## config.mk

```make
export PLATFORM = sky130hd
export DESIGN_NAME = axi_lite_xbar_cfg_ctrl_flat
export DESIGN_NICKNAME = d
export VERILOG_FILES = /design/src/rtl/axi_lite_xbar_cfg_ctrl_if.sv /design/src/rtl/axi_lite_xbar_cfg_ctrl.sv /design/src/flat_wrapper.sv
export SDC_FILE = /design/constraint.sdc
export NUM_CORES = 2
export LEC_CHECK = 0
export ABC_AREA = 1
export BUFFER_PORTS_ARGS = -buffer_cell sky130_fd_sc_hd__buf_2
export CELL_PAD_IN_SITES_DETAIL_PLACEMENT = 1
export CELL_PAD_IN_SITES_GLOBAL_PLACEMENT = 2
export CORE_AREA = 2 2 318 320
export DETAILED_ROUTE_END_ITERATION = 8
export DIE_AREA = 0 0 320 322
export PLACE_DENSITY_LB_ADDON = 0.25
export SLEW_MARGIN = 40
export SYNTH_ARGS = -nofsm -noshare
export SYNTH_HDL_FRONTEND = slang
export SYNTH_SLANG_ARGS = --single-unit
export TNS_END_PERCENT = 5
```

## constraint.sdc

```tcl
create_clock -name clk_i -period 4 [get_ports clk_i]
set_input_delay 0.8 -clock clk_i [delete_from_list [all_inputs] [get_ports clk_i]]
set_output_delay 0.8 -clock clk_i [all_outputs]
set_load 0.01 [all_outputs]
```

## src/rtl/axi_lite_xbar_cfg_ctrl_if.sv

```systemverilog
`default_nettype none
// ============================================================================
// Module   : axi_lite_xbar_cfg_ctrl_if
// Brief    : Request channel, slave-port handshake taps and active crossbar
//            configuration of the run-time crossbar configuration sequencer.
//            Macro AXI_LITE_XBAR_CFG_TIMEOUT_EN adds cfg_err_o.
// Revision : 1.0 - initial release
// ============================================================================
interface axi_lite_xbar_cfg_ctrl_if #(
    parameter int unsigned NoSlvPorts  = 2,
    parameter int unsigned NoMstPorts  = 4,
    parameter int unsigned NoAddrRules = 4,
    parameter type         rule_t      = struct packed {
        logic [31:0] idx;
        logic [31:0] start_addr;
        logic [31:0] end_addr;
    },
    parameter int unsigned MstIdxWidth = (NoMstPorts > 1) ? $clog2(NoMstPorts) : 1
);
    logic                                   cfg_valid_i;
    logic                                   cfg_ready_o;
    rule_t [NoAddrRules-1:0]                cfg_addr_map_i;
    logic  [NoSlvPorts-1:0]                 cfg_en_default_i;
    logic  [NoSlvPorts-1:0][MstIdxWidth-1:0] cfg_default_i;
    logic                                   cfg_done_o;
`ifdef AXI_LITE_XBAR_CFG_TIMEOUT_EN
    logic                                   cfg_err_o;
`endif

    logic  [NoSlvPorts-1:0]                 slv_aw_valid_i;
    logic  [NoSlvPorts-1:0]                 slv_aw_ready_i;
    logic  [NoSlvPorts-1:0]                 slv_b_valid_i;
    logic  [NoSlvPorts-1:0]                 slv_b_ready_i;
    logic  [NoSlvPorts-1:0]                 slv_ar_valid_i;
    logic  [NoSlvPorts-1:0]                 slv_ar_ready_i;
    logic  [NoSlvPorts-1:0]                 slv_r_valid_i;
    logic  [NoSlvPorts-1:0]                 slv_r_ready_i;
    logic  [NoSlvPorts-1:0]                 aw_block_o;
    logic  [NoSlvPorts-1:0]                 ar_block_o;

    rule_t [NoAddrRules-1:0]                addr_map_o;
    logic  [NoSlvPorts-1:0]                 en_default_mst_port_o;
    logic  [NoSlvPorts-1:0][MstIdxWidth-1:0] default_mst_port_o;
    logic                                   busy_o;

    // Controller side
    modport slave (
        input  cfg_valid_i, cfg_addr_map_i, cfg_en_default_i, cfg_default_i,
               slv_aw_valid_i, slv_aw_ready_i, slv_b_valid_i, slv_b_ready_i,
               slv_ar_valid_i, slv_ar_ready_i, slv_r_valid_i, slv_r_ready_i,
        output cfg_ready_o, cfg_done_o, aw_block_o, ar_block_o,
               addr_map_o, en_default_mst_port_o, default_mst_port_o, busy_o
`ifdef AXI_LITE_XBAR_CFG_TIMEOUT_EN
             , cfg_err_o
`endif
    );

    // Requester / integrator side
    modport master (
        output cfg_valid_i, cfg_addr_map_i, cfg_en_default_i, cfg_default_i,
               slv_aw_valid_i, slv_aw_ready_i, slv_b_valid_i, slv_b_ready_i,
               slv_ar_valid_i, slv_ar_ready_i, slv_r_valid_i, slv_r_ready_i,
        input  cfg_ready_o, cfg_done_o, aw_block_o, ar_block_o,
               addr_map_o, en_default_mst_port_o, default_mst_port_o, busy_o
`ifdef AXI_LITE_XBAR_CFG_TIMEOUT_EN
             , cfg_err_o
`endif
    );
endinterface
`default_nettype wire

```

## src/rtl/axi_lite_xbar_cfg_ctrl.sv

```systemverilog
`default_nettype none
// ============================================================================
// Module   : axi_lite_xbar_cfg_ctrl
// Brief    : Blocks new AW/AR, drains outstanding transactions and swaps the
//            crossbar configuration atomically while the crossbar is idle.
//            Macro AXI_LITE_XBAR_CFG_TIMEOUT_EN enables the drain timeout.
// Revision : 1.0 - initial release
// ============================================================================
module axi_lite_xbar_cfg_ctrl #(
    parameter int unsigned NoSlvPorts    = 2,
    parameter int unsigned NoMstPorts    = 4,
    parameter int unsigned NoAddrRules   = 4,
    parameter type         rule_t        = struct packed {
        logic [31:0] idx;
        logic [31:0] start_addr;
        logic [31:0] end_addr;
    },
    parameter int unsigned MaxTrans      = 8,
    parameter int unsigned TimeoutCycles = 1024,
    parameter int unsigned MstIdxWidth   = (NoMstPorts > 1) ? $clog2(NoMstPorts) : 1
) (
    input  logic                      clk_i,
    input  logic                      rst_i,
    axi_lite_xbar_cfg_ctrl_if.slave   bus
);
    localparam int unsigned              C_CNT_WIDTH = $clog2(MaxTrans + 1);
    localparam logic [C_CNT_WIDTH-1:0]   C_CNT_MAX   = C_CNT_WIDTH'(MaxTrans);
    localparam logic [C_CNT_WIDTH-1:0]   C_CNT_ONE   = C_CNT_WIDTH'(1);

    if ((MaxTrans == 0) || (TimeoutCycles == 0)) begin : g_param_check
        $error("MaxTrans and TimeoutCycles must be non-zero");
    end

    typedef enum logic [2:0] {
        ST_IDLE    = 3'd0,
        ST_BLOCK   = 3'd1,
        ST_DRAIN   = 3'd2,
        ST_SWAP    = 3'd3,
        ST_RELEASE = 3'd4
    } state_e;

    state_e                                  state_q, state_d;
    logic [NoSlvPorts-1:0][C_CNT_WIDTH-1:0]  wr_cnt_q, wr_cnt_d;
    logic [NoSlvPorts-1:0][C_CNT_WIDTH-1:0]  rd_cnt_q, rd_cnt_d;
    logic [NoSlvPorts-1:0]                   aw_pend_q, aw_pend_d;
    logic [NoSlvPorts-1:0]                   ar_pend_q, ar_pend_d;

    rule_t [NoAddrRules-1:0]                 sh_map_q, sh_map_d;
    logic  [NoSlvPorts-1:0]                  sh_en_q, sh_en_d;
    logic  [NoSlvPorts-1:0][MstIdxWidth-1:0] sh_def_q, sh_def_d;
    rule_t [NoAddrRules-1:0]                 map_q, map_d;
    logic  [NoSlvPorts-1:0]                  en_q, en_d;
    logic  [NoSlvPorts-1:0][MstIdxWidth-1:0] def_q, def_d;

    logic                  blocking;
    logic                  cfg_ready;
    logic                  cfg_done;
    logic [NoSlvPorts-1:0] aw_block, ar_block;
    logic [NoSlvPorts-1:0] aw_hs, b_hs, ar_hs, r_hs;

`ifdef AXI_LITE_XBAR_CFG_TIMEOUT_EN
    localparam logic [15:0] C_TIMEOUT_LAST = 16'(TimeoutCycles - 1);
    logic [15:0] to_cnt_q, to_cnt_d;
    logic        abort_q, abort_d;
    logic        cfg_err;
`endif

    assign aw_hs = bus.slv_aw_valid_i & bus.slv_aw_ready_i;
    assign b_hs  = bus.slv_b_valid_i  & bus.slv_b_ready_i;
    assign ar_hs = bus.slv_ar_valid_i & bus.slv_ar_ready_i;
    assign r_hs  = bus.slv_r_valid_i  & bus.slv_r_ready_i;

    // A beat stays pending only while valid is held without ready
    assign aw_pend_d = bus.slv_aw_valid_i & ~bus.slv_aw_ready_i;
    assign ar_pend_d = bus.slv_ar_valid_i & ~bus.slv_ar_ready_i;

    always_comb begin
        wr_cnt_d = wr_cnt_q;
        rd_cnt_d = rd_cnt_q;
        for (int i = 0; i < NoSlvPorts; i++) begin
            if (aw_hs[i] && !b_hs[i]) begin
                wr_cnt_d[i] = wr_cnt_q[i] + C_CNT_ONE;
            end else if (!aw_hs[i] && b_hs[i]) begin
                wr_cnt_d[i] = wr_cnt_q[i] - C_CNT_ONE;
            end
            if (ar_hs[i] && !r_hs[i]) begin
                rd_cnt_d[i] = rd_cnt_q[i] + C_CNT_ONE;
            end else if (!ar_hs[i] && r_hs[i]) begin
                rd_cnt_d[i] = rd_cnt_q[i] - C_CNT_ONE;
            end
        end
    end

    // The flow limit applies in every state so the counters cannot wrap
    always_comb begin
        aw_block = '0;
        ar_block = '0;
        for (int i = 0; i < NoSlvPorts; i++) begin
            aw_block[i] = (blocking && !aw_pend_q[i]) || (wr_cnt_q[i] == C_CNT_MAX);
            ar_block[i] = (blocking && !ar_pend_q[i]) || (rd_cnt_q[i] == C_CNT_MAX);
        end
    end

    always_comb begin
        state_d   = state_q;
        blocking  = 1'b0;
        cfg_ready = 1'b0;
        cfg_done  = 1'b0;
        sh_map_d  = sh_map_q;
        sh_en_d   = sh_en_q;
        sh_def_d  = sh_def_q;
        map_d     = map_q;
        en_d      = en_q;
        def_d     = def_q;
`ifdef AXI_LITE_XBAR_CFG_TIMEOUT_EN
        to_cnt_d  = 16'd0;
        abort_d   = abort_q;
        cfg_err   = 1'b0;
`endif
        case (state_q)
            ST_IDLE: begin
                cfg_ready = 1'b1;
                if (bus.cfg_valid_i) begin
                    sh_map_d = bus.cfg_addr_map_i;
                    sh_en_d  = bus.cfg_en_default_i;
                    sh_def_d = bus.cfg_default_i;
                    state_d  = ST_BLOCK;
                end
            end
            ST_BLOCK: begin
                blocking = 1'b1;
                if (!(|aw_pend_q) && !(|ar_pend_q)) begin
                    state_d = ST_DRAIN;
                end
            end
            ST_DRAIN: begin
                blocking = 1'b1;
                if (!(|wr_cnt_q) && !(|rd_cnt_q)) begin
                    state_d = ST_SWAP;
                end
            end
            ST_SWAP: begin
                blocking = 1'b1;
                map_d    = sh_map_q;
                en_d     = sh_en_q;
                def_d    = sh_def_q;
                state_d  = ST_RELEASE;
            end
            ST_RELEASE: begin
`ifdef AXI_LITE_XBAR_CFG_TIMEOUT_EN
                cfg_done = !abort_q;
                cfg_err  = abort_q;
                abort_d  = 1'b0;
`else
                cfg_done = 1'b1;
`endif
                state_d  = ST_IDLE;
            end
            default: state_d = ST_IDLE;
        endcase
`ifdef AXI_LITE_XBAR_CFG_TIMEOUT_EN
        // Normal progress wins over a timeout expiring in the same cycle
        if ((state_q == ST_BLOCK) || (state_q == ST_DRAIN)) begin
            to_cnt_d = to_cnt_q + 16'd1;
            if ((state_d == state_q) && (to_cnt_q >= C_TIMEOUT_LAST)) begin
                state_d = ST_RELEASE;
                abort_d = 1'b1;
            end
        end
`endif
    end

    always_ff @(posedge clk_i) begin
        if (rst_i) begin
            state_q   <= ST_IDLE;
            wr_cnt_q  <= '0;
            rd_cnt_q  <= '0;
            aw_pend_q <= '0;
            ar_pend_q <= '0;
            sh_map_q  <= '0;
            sh_en_q   <= '0;
            sh_def_q  <= '0;
            map_q     <= '0;
            en_q      <= '0;
            def_q     <= '0;
`ifdef AXI_LITE_XBAR_CFG_TIMEOUT_EN
            to_cnt_q  <= 16'd0;
            abort_q   <= 1'b0;
`endif
        end else begin
            state_q   <= state_d;
            wr_cnt_q  <= wr_cnt_d;
            rd_cnt_q  <= rd_cnt_d;
            aw_pend_q <= aw_pend_d;
            ar_pend_q <= ar_pend_d;
            sh_map_q  <= sh_map_d;
            sh_en_q   <= sh_en_d;
            sh_def_q  <= sh_def_d;
            map_q     <= map_d;
            en_q      <= en_d;
            def_q     <= def_d;
`ifdef AXI_LITE_XBAR_CFG_TIMEOUT_EN
            to_cnt_q  <= to_cnt_d;
            abort_q   <= abort_d;
`endif
        end
    end

    assign bus.cfg_ready_o           = cfg_ready;
    assign bus.cfg_done_o            = cfg_done;
    assign bus.aw_block_o            = aw_block;
    assign bus.ar_block_o            = ar_block;
    assign bus.addr_map_o            = map_q;
    assign bus.en_default_mst_port_o = en_q;
    assign bus.default_mst_port_o    = def_q;
    assign bus.busy_o                = (state_q != ST_IDLE);
`ifdef AXI_LITE_XBAR_CFG_TIMEOUT_EN
    assign bus.cfg_err_o             = cfg_err;
`endif

endmodule
`default_nettype wire

```

## src/flat_wrapper.sv

```systemverilog
// flat-port wrapper written by rule: the top's interface ports become plain ports
module axi_lite_xbar_cfg_ctrl_flat 
#(
    parameter int unsigned NoSlvPorts    = 2,
    parameter int unsigned NoMstPorts    = 4,
    parameter int unsigned NoAddrRules   = 4,
    parameter type         rule_t        = struct packed {
        logic [31:0] idx;
        logic [31:0] start_addr;
        logic [31:0] end_addr;
    },
    parameter int unsigned MaxTrans      = 8,
    parameter int unsigned TimeoutCycles = 1024,
    parameter int unsigned MstIdxWidth   = (NoMstPorts > 1) ? $clog2(NoMstPorts) : 1
)
  (clk_i, rst_i, bus_cfg_valid_i, bus_cfg_addr_map_i, bus_cfg_en_default_i, bus_cfg_default_i, bus_slv_aw_valid_i, bus_slv_aw_ready_i, bus_slv_b_valid_i, bus_slv_b_ready_i, bus_slv_ar_valid_i, bus_slv_ar_ready_i, bus_slv_r_valid_i, bus_slv_r_ready_i, bus_cfg_ready_o, bus_cfg_done_o, bus_aw_block_o, bus_ar_block_o, bus_addr_map_o, bus_en_default_mst_port_o, bus_default_mst_port_o, bus_busy_o);
  axi_lite_xbar_cfg_ctrl_if #(.NoSlvPorts(NoSlvPorts), .NoMstPorts(NoMstPorts), .NoAddrRules(NoAddrRules), .rule_t(rule_t), .MstIdxWidth(MstIdxWidth)) bus_i ();
  input  logic clk_i;
  input  logic rst_i;
  input wire logic [$bits(bus_i.cfg_valid_i)-1:0] bus_cfg_valid_i;
  input wire logic [$bits(bus_i.cfg_addr_map_i)-1:0] bus_cfg_addr_map_i;
  input wire logic [$bits(bus_i.cfg_en_default_i)-1:0] bus_cfg_en_default_i;
  input wire logic [$bits(bus_i.cfg_default_i)-1:0] bus_cfg_default_i;
  input wire logic [$bits(bus_i.slv_aw_valid_i)-1:0] bus_slv_aw_valid_i;
  input wire logic [$bits(bus_i.slv_aw_ready_i)-1:0] bus_slv_aw_ready_i;
  input wire logic [$bits(bus_i.slv_b_valid_i)-1:0] bus_slv_b_valid_i;
  input wire logic [$bits(bus_i.slv_b_ready_i)-1:0] bus_slv_b_ready_i;
  input wire logic [$bits(bus_i.slv_ar_valid_i)-1:0] bus_slv_ar_valid_i;
  input wire logic [$bits(bus_i.slv_ar_ready_i)-1:0] bus_slv_ar_ready_i;
  input wire logic [$bits(bus_i.slv_r_valid_i)-1:0] bus_slv_r_valid_i;
  input wire logic [$bits(bus_i.slv_r_ready_i)-1:0] bus_slv_r_ready_i;
  output wire logic [$bits(bus_i.cfg_ready_o)-1:0] bus_cfg_ready_o;
  output wire logic [$bits(bus_i.cfg_done_o)-1:0] bus_cfg_done_o;
  output wire logic [$bits(bus_i.aw_block_o)-1:0] bus_aw_block_o;
  output wire logic [$bits(bus_i.ar_block_o)-1:0] bus_ar_block_o;
  output wire logic [$bits(bus_i.addr_map_o)-1:0] bus_addr_map_o;
  output wire logic [$bits(bus_i.en_default_mst_port_o)-1:0] bus_en_default_mst_port_o;
  output wire logic [$bits(bus_i.default_mst_port_o)-1:0] bus_default_mst_port_o;
  output wire logic [$bits(bus_i.busy_o)-1:0] bus_busy_o;
  assign bus_i.cfg_valid_i = bus_cfg_valid_i;
  assign bus_i.cfg_addr_map_i = bus_cfg_addr_map_i;
  assign bus_i.cfg_en_default_i = bus_cfg_en_default_i;
  assign bus_i.cfg_default_i = bus_cfg_default_i;
  assign bus_i.slv_aw_valid_i = bus_slv_aw_valid_i;
  assign bus_i.slv_aw_ready_i = bus_slv_aw_ready_i;
  assign bus_i.slv_b_valid_i = bus_slv_b_valid_i;
  assign bus_i.slv_b_ready_i = bus_slv_b_ready_i;
  assign bus_i.slv_ar_valid_i = bus_slv_ar_valid_i;
  assign bus_i.slv_ar_ready_i = bus_slv_ar_ready_i;
  assign bus_i.slv_r_valid_i = bus_slv_r_valid_i;
  assign bus_i.slv_r_ready_i = bus_slv_r_ready_i;
  assign bus_cfg_ready_o = bus_i.cfg_ready_o;
  assign bus_cfg_done_o = bus_i.cfg_done_o;
  assign bus_aw_block_o = bus_i.aw_block_o;
  assign bus_ar_block_o = bus_i.ar_block_o;
  assign bus_addr_map_o = bus_i.addr_map_o;
  assign bus_en_default_mst_port_o = bus_i.en_default_mst_port_o;
  assign bus_default_mst_port_o = bus_i.default_mst_port_o;
  assign bus_busy_o = bus_i.busy_o;
  axi_lite_xbar_cfg_ctrl #(.NoSlvPorts(NoSlvPorts), .NoMstPorts(NoMstPorts), .NoAddrRules(NoAddrRules), .rule_t(rule_t), .MaxTrans(MaxTrans), .TimeoutCycles(TimeoutCycles), .MstIdxWidth(MstIdxWidth)) u_core (.clk_i(clk_i), .rst_i(rst_i), .bus(bus_i));
endmodule
```

==> run_results.csv <==
group,metric,value,unit
sta,timing.fmax,0.353,GHz
grt,antenna_found_initial,62,
logic_synthesis,ys_seq_area_frac,0.573,
power_and_ir_drop,finalPower,23.4,mW
clock_tree,clock_latency,670,ps
logic_synthesis,ys_ff_latch,803,
layout,drive_above_1_share,0.244,
clock_tree,cts-htree-levels,3,
clock_tree,clock-root-buffer,"clkbuf_16",
grt,grt_usage,0.189,
drt,wire_per_inst,18.7,um
logic_synthesis,yosys_warnings,0,
power_and_ir_drop,p_per_area,651,mW/mm2
sta,rsz0062_at_grt,"no",
floorplanning,ios,806,
logic_synthesis,syn_area_per_cell,8.47,um2
floorplanning,initial_core_util,0.282,
critical_path,required,3200,ps
clock_tree,hold_buffers,0,
logic_synthesis,synthTopCellsByArea,"dfxtp_1, a21oi_1, o21ai_0",
sta,setup_viol,0,
clock_tree,numCtsBuffers,94,
sta,setup-tns-final,0,ps
placed_design,dp_slack,1600,ps
logic_synthesis,synthCells,3311,
logic_synthesis,synth_cell_types,23,
floorplanning,rows,116,
grt,overflow,0,
critical_path,crit_end,"bus_cfg_ready_o",
logic_synthesis,synth-simple-area-share,0.0779,
placed_design,port_buffers,805,
critical_path,end_kind,"primary output",
critical_path,timing.rr.start,"u_core.state_q[1]",
placed_design,dp_hpwl,69.1,mm
critical_path,crit_start,"u_core.state_q[2]",
placed_design,finalWeightedCongestion,0.788,
drt,drc,0,
grt,use_met1,0.209,
min_path,hp-class,"in -> reg",
sta,slew_headroom,0.507,
floorplanning,coreArea,0.0996,mm2
status,outcome,"finished clean",
sta,clock_skew,28.5,ps
critical_path,start_kind,"flip-flop",
clock_tree,cts_setup_buffers,0,
grt,grt_max_degree,135,
grt,use_met3,0.0841,
power_and_ir_drop,p_leak,16.2,nW
grt,grt_pass1_vias,24600,
placed_design,dp_cells,5184,
clock_tree,cts_tree,"done",
layout,final_cell_mix,"buf_2, dfxtp_1, a21oi_1",
run,maxCapViolations,0,
drt,drt_iter0_drc,1227,
placed_design,place_area,0.0329,mm2
sta,worstMarginPinSlew,739,ps
grt,grt_pass1_wl,151,mm
critical_path,cp_data_arrival_time,2030,ps
logic_synthesis,synth_compound_area_frac,0.243,
layout,final_cells,5380,
logic_synthesis,synthesis.area,0.0281,mm2
clock_tree,cts.sinks,803,
sta,drv_slew,0,
floorplanning,fp.dieW,320,um
sta,final_hold_viol_count,0,
critical_path,cp_max_fo,115,
floorplanning,dieHeight,322,um
drt,drt-pass1-iter-count,5,
clock_tree,cts-resized-gates,0,
drt,ant_nets,0,
critical_path,r2r_slack,1600,ps
layout,design_area,0.0359,mm2
sta,finalCritPeriodShare,0.708,
layout,area_growth,27.9,%
drt,vias_per_cell,4.61,
grt,met2_usage,0.316,
grt,busiest_layer,"met2",
power_and_ir_drop,vdd_ir_drop_max,413,uV
clock_tree,path_clk_slew,50,ps
critical_path,worst-setup-path-type,"reg -> out",
critical_path,worstRegToRegCells,7,
sta,min_period,2830,ps
logic_synthesis,synth_adder_area_share,0.00821,
layout,layout.nets,4407,
drt,vias,24800,
clock_tree,clock_path_buffers,3,
logic_synthesis,netlist.area_leader.share,0.573,
logic_synthesis,yosys.area.top_type,"dfxtp_1",
floorplanning,dieArea,0.103,mm2
sta,setup_ws,1170,ps
sta,fin_hold_ws,312,ps
drt,drt-total-wl,100,mm
layout,fin_util,0.361,
logic_synthesis,muxShareOfSynthArea,0,
logic_synthesis,synth-xor-area-share,0.00499,
logic_synthesis,synth_nets,3736,
critical_path,r2r-end,"u_core.bus.addr_map_o[168]",
min_path,whs_path_depth,2,
logic_synthesis,synth_top_family_by_area,"compound AO/OA/AOI/OAI gates",
-- cell usage after synthesis, drive strengths merged --
cell    instances
a21oi         681
buf           145
clkbuf        129
dfxtp         803
fa              4
ha             12
inv           308
nand2         152
nand3         121
nor2          258
nor3            1
o21ai         681
xnor2           4
xor2           12
-- cell type report --
type	count	area (um2)
clock inverter	23	262
multi-input combinational	1926	9390
timing repair buffer	849	4620
tap	1298	1620
antenna	29	72.6
sequential	803	16100
inverter	308	1170
fill	12000	63700
clock buffer	144	2690
-- state kept, by name, indices dropped and copies added (netlist names) --
register / count
u_core.bus.addr_map_o: 384
u_core.sh_map_q: 384
u_core.rd_cnt_q: 8
u_core.wr_cnt_q: 8
u_core.bus.default_mst_port_o: 4
u_core.sh_def_q: 4
u_core.state_q: 3
u_core.ar_pend_q: 2
u_core.aw_pend_q: 2
u_core.bus.en_default_mst_port_o: 2
u_core.sh_en_q: 2
-- worst max-delay path, stage by stage (launching register included) --
cell and delay (ps):
dfxtp_1 350, inv_2 100, nand2_4 80, nor2_8 170, buf_12 410, buf_2 230
-- cells by family (layout without fill, tap and decap cells) --
family / Yosys count / count (layout)
AO/OA/AOI/OAI: 1362 / 1362
flip-flops: 803 / 803
AND/OR/NAND/NOR: 532 / 532
adder cells (fa/ha/maj): 16 / 16
buffers and inverters: 582 / 1324
XOR/XNOR: 16 / 16
other: 0 / 29
-- how the worst min path moves through the flow --
| stage | startpoint | to | slack [ps] |
|---|---|---|---|
| 2_1_floorplan | u_core.sh_map_q[0] | u_core.bus.addr_map_o[0] | 430 |
| 3_3_place_gp | u_core.sh_map_q[223] | u_core.bus.addr_map_o[223] | 440 |
| 3_5_place_dp | u_core.sh_map_q[175] | u_core.bus.addr_map_o[175] | 440 |
| 4_1_cts | bus_slv_ar_ready_i[0] | u_core.ar_pend_q[0] | 240 |
| 5_1_grt | bus_slv_ar_ready_i[0] | u_core.ar_pend_q[0] | 270 |
| 6_report | bus_slv_ar_ready_i[0] | u_core.ar_pend_q[0] | 310 |
-- report_power, final --
group | internal (mW) | switching, mW | leakage, nW | total [mW]
registers | 9.45 | 0.524 | 6.57 | 9.98
clock network | 4.83 | 3.48 | 1.45 | 8.31
logic | 1.69 | 3.40 | 8.17 | 5.10
total | 16.0 | 7.41 | 16.2 | 23.4
-- per-layer routing --
| metal | wire (um) | vias to the layer above | part of all wire |
|---|---|---|---|
| met5 | 329 | - | 0.0033 |
| met4 | 3060 | 54 | 0.030 |
| met3 | 9470 | 204 | 0.094 |
| met2 | 48100 | 595 | 0.48 |
| met1 | 39500 | 11600 | 0.39 |
| li1 | - | 12400 | - |
Power figures use the tool's default switching activity.
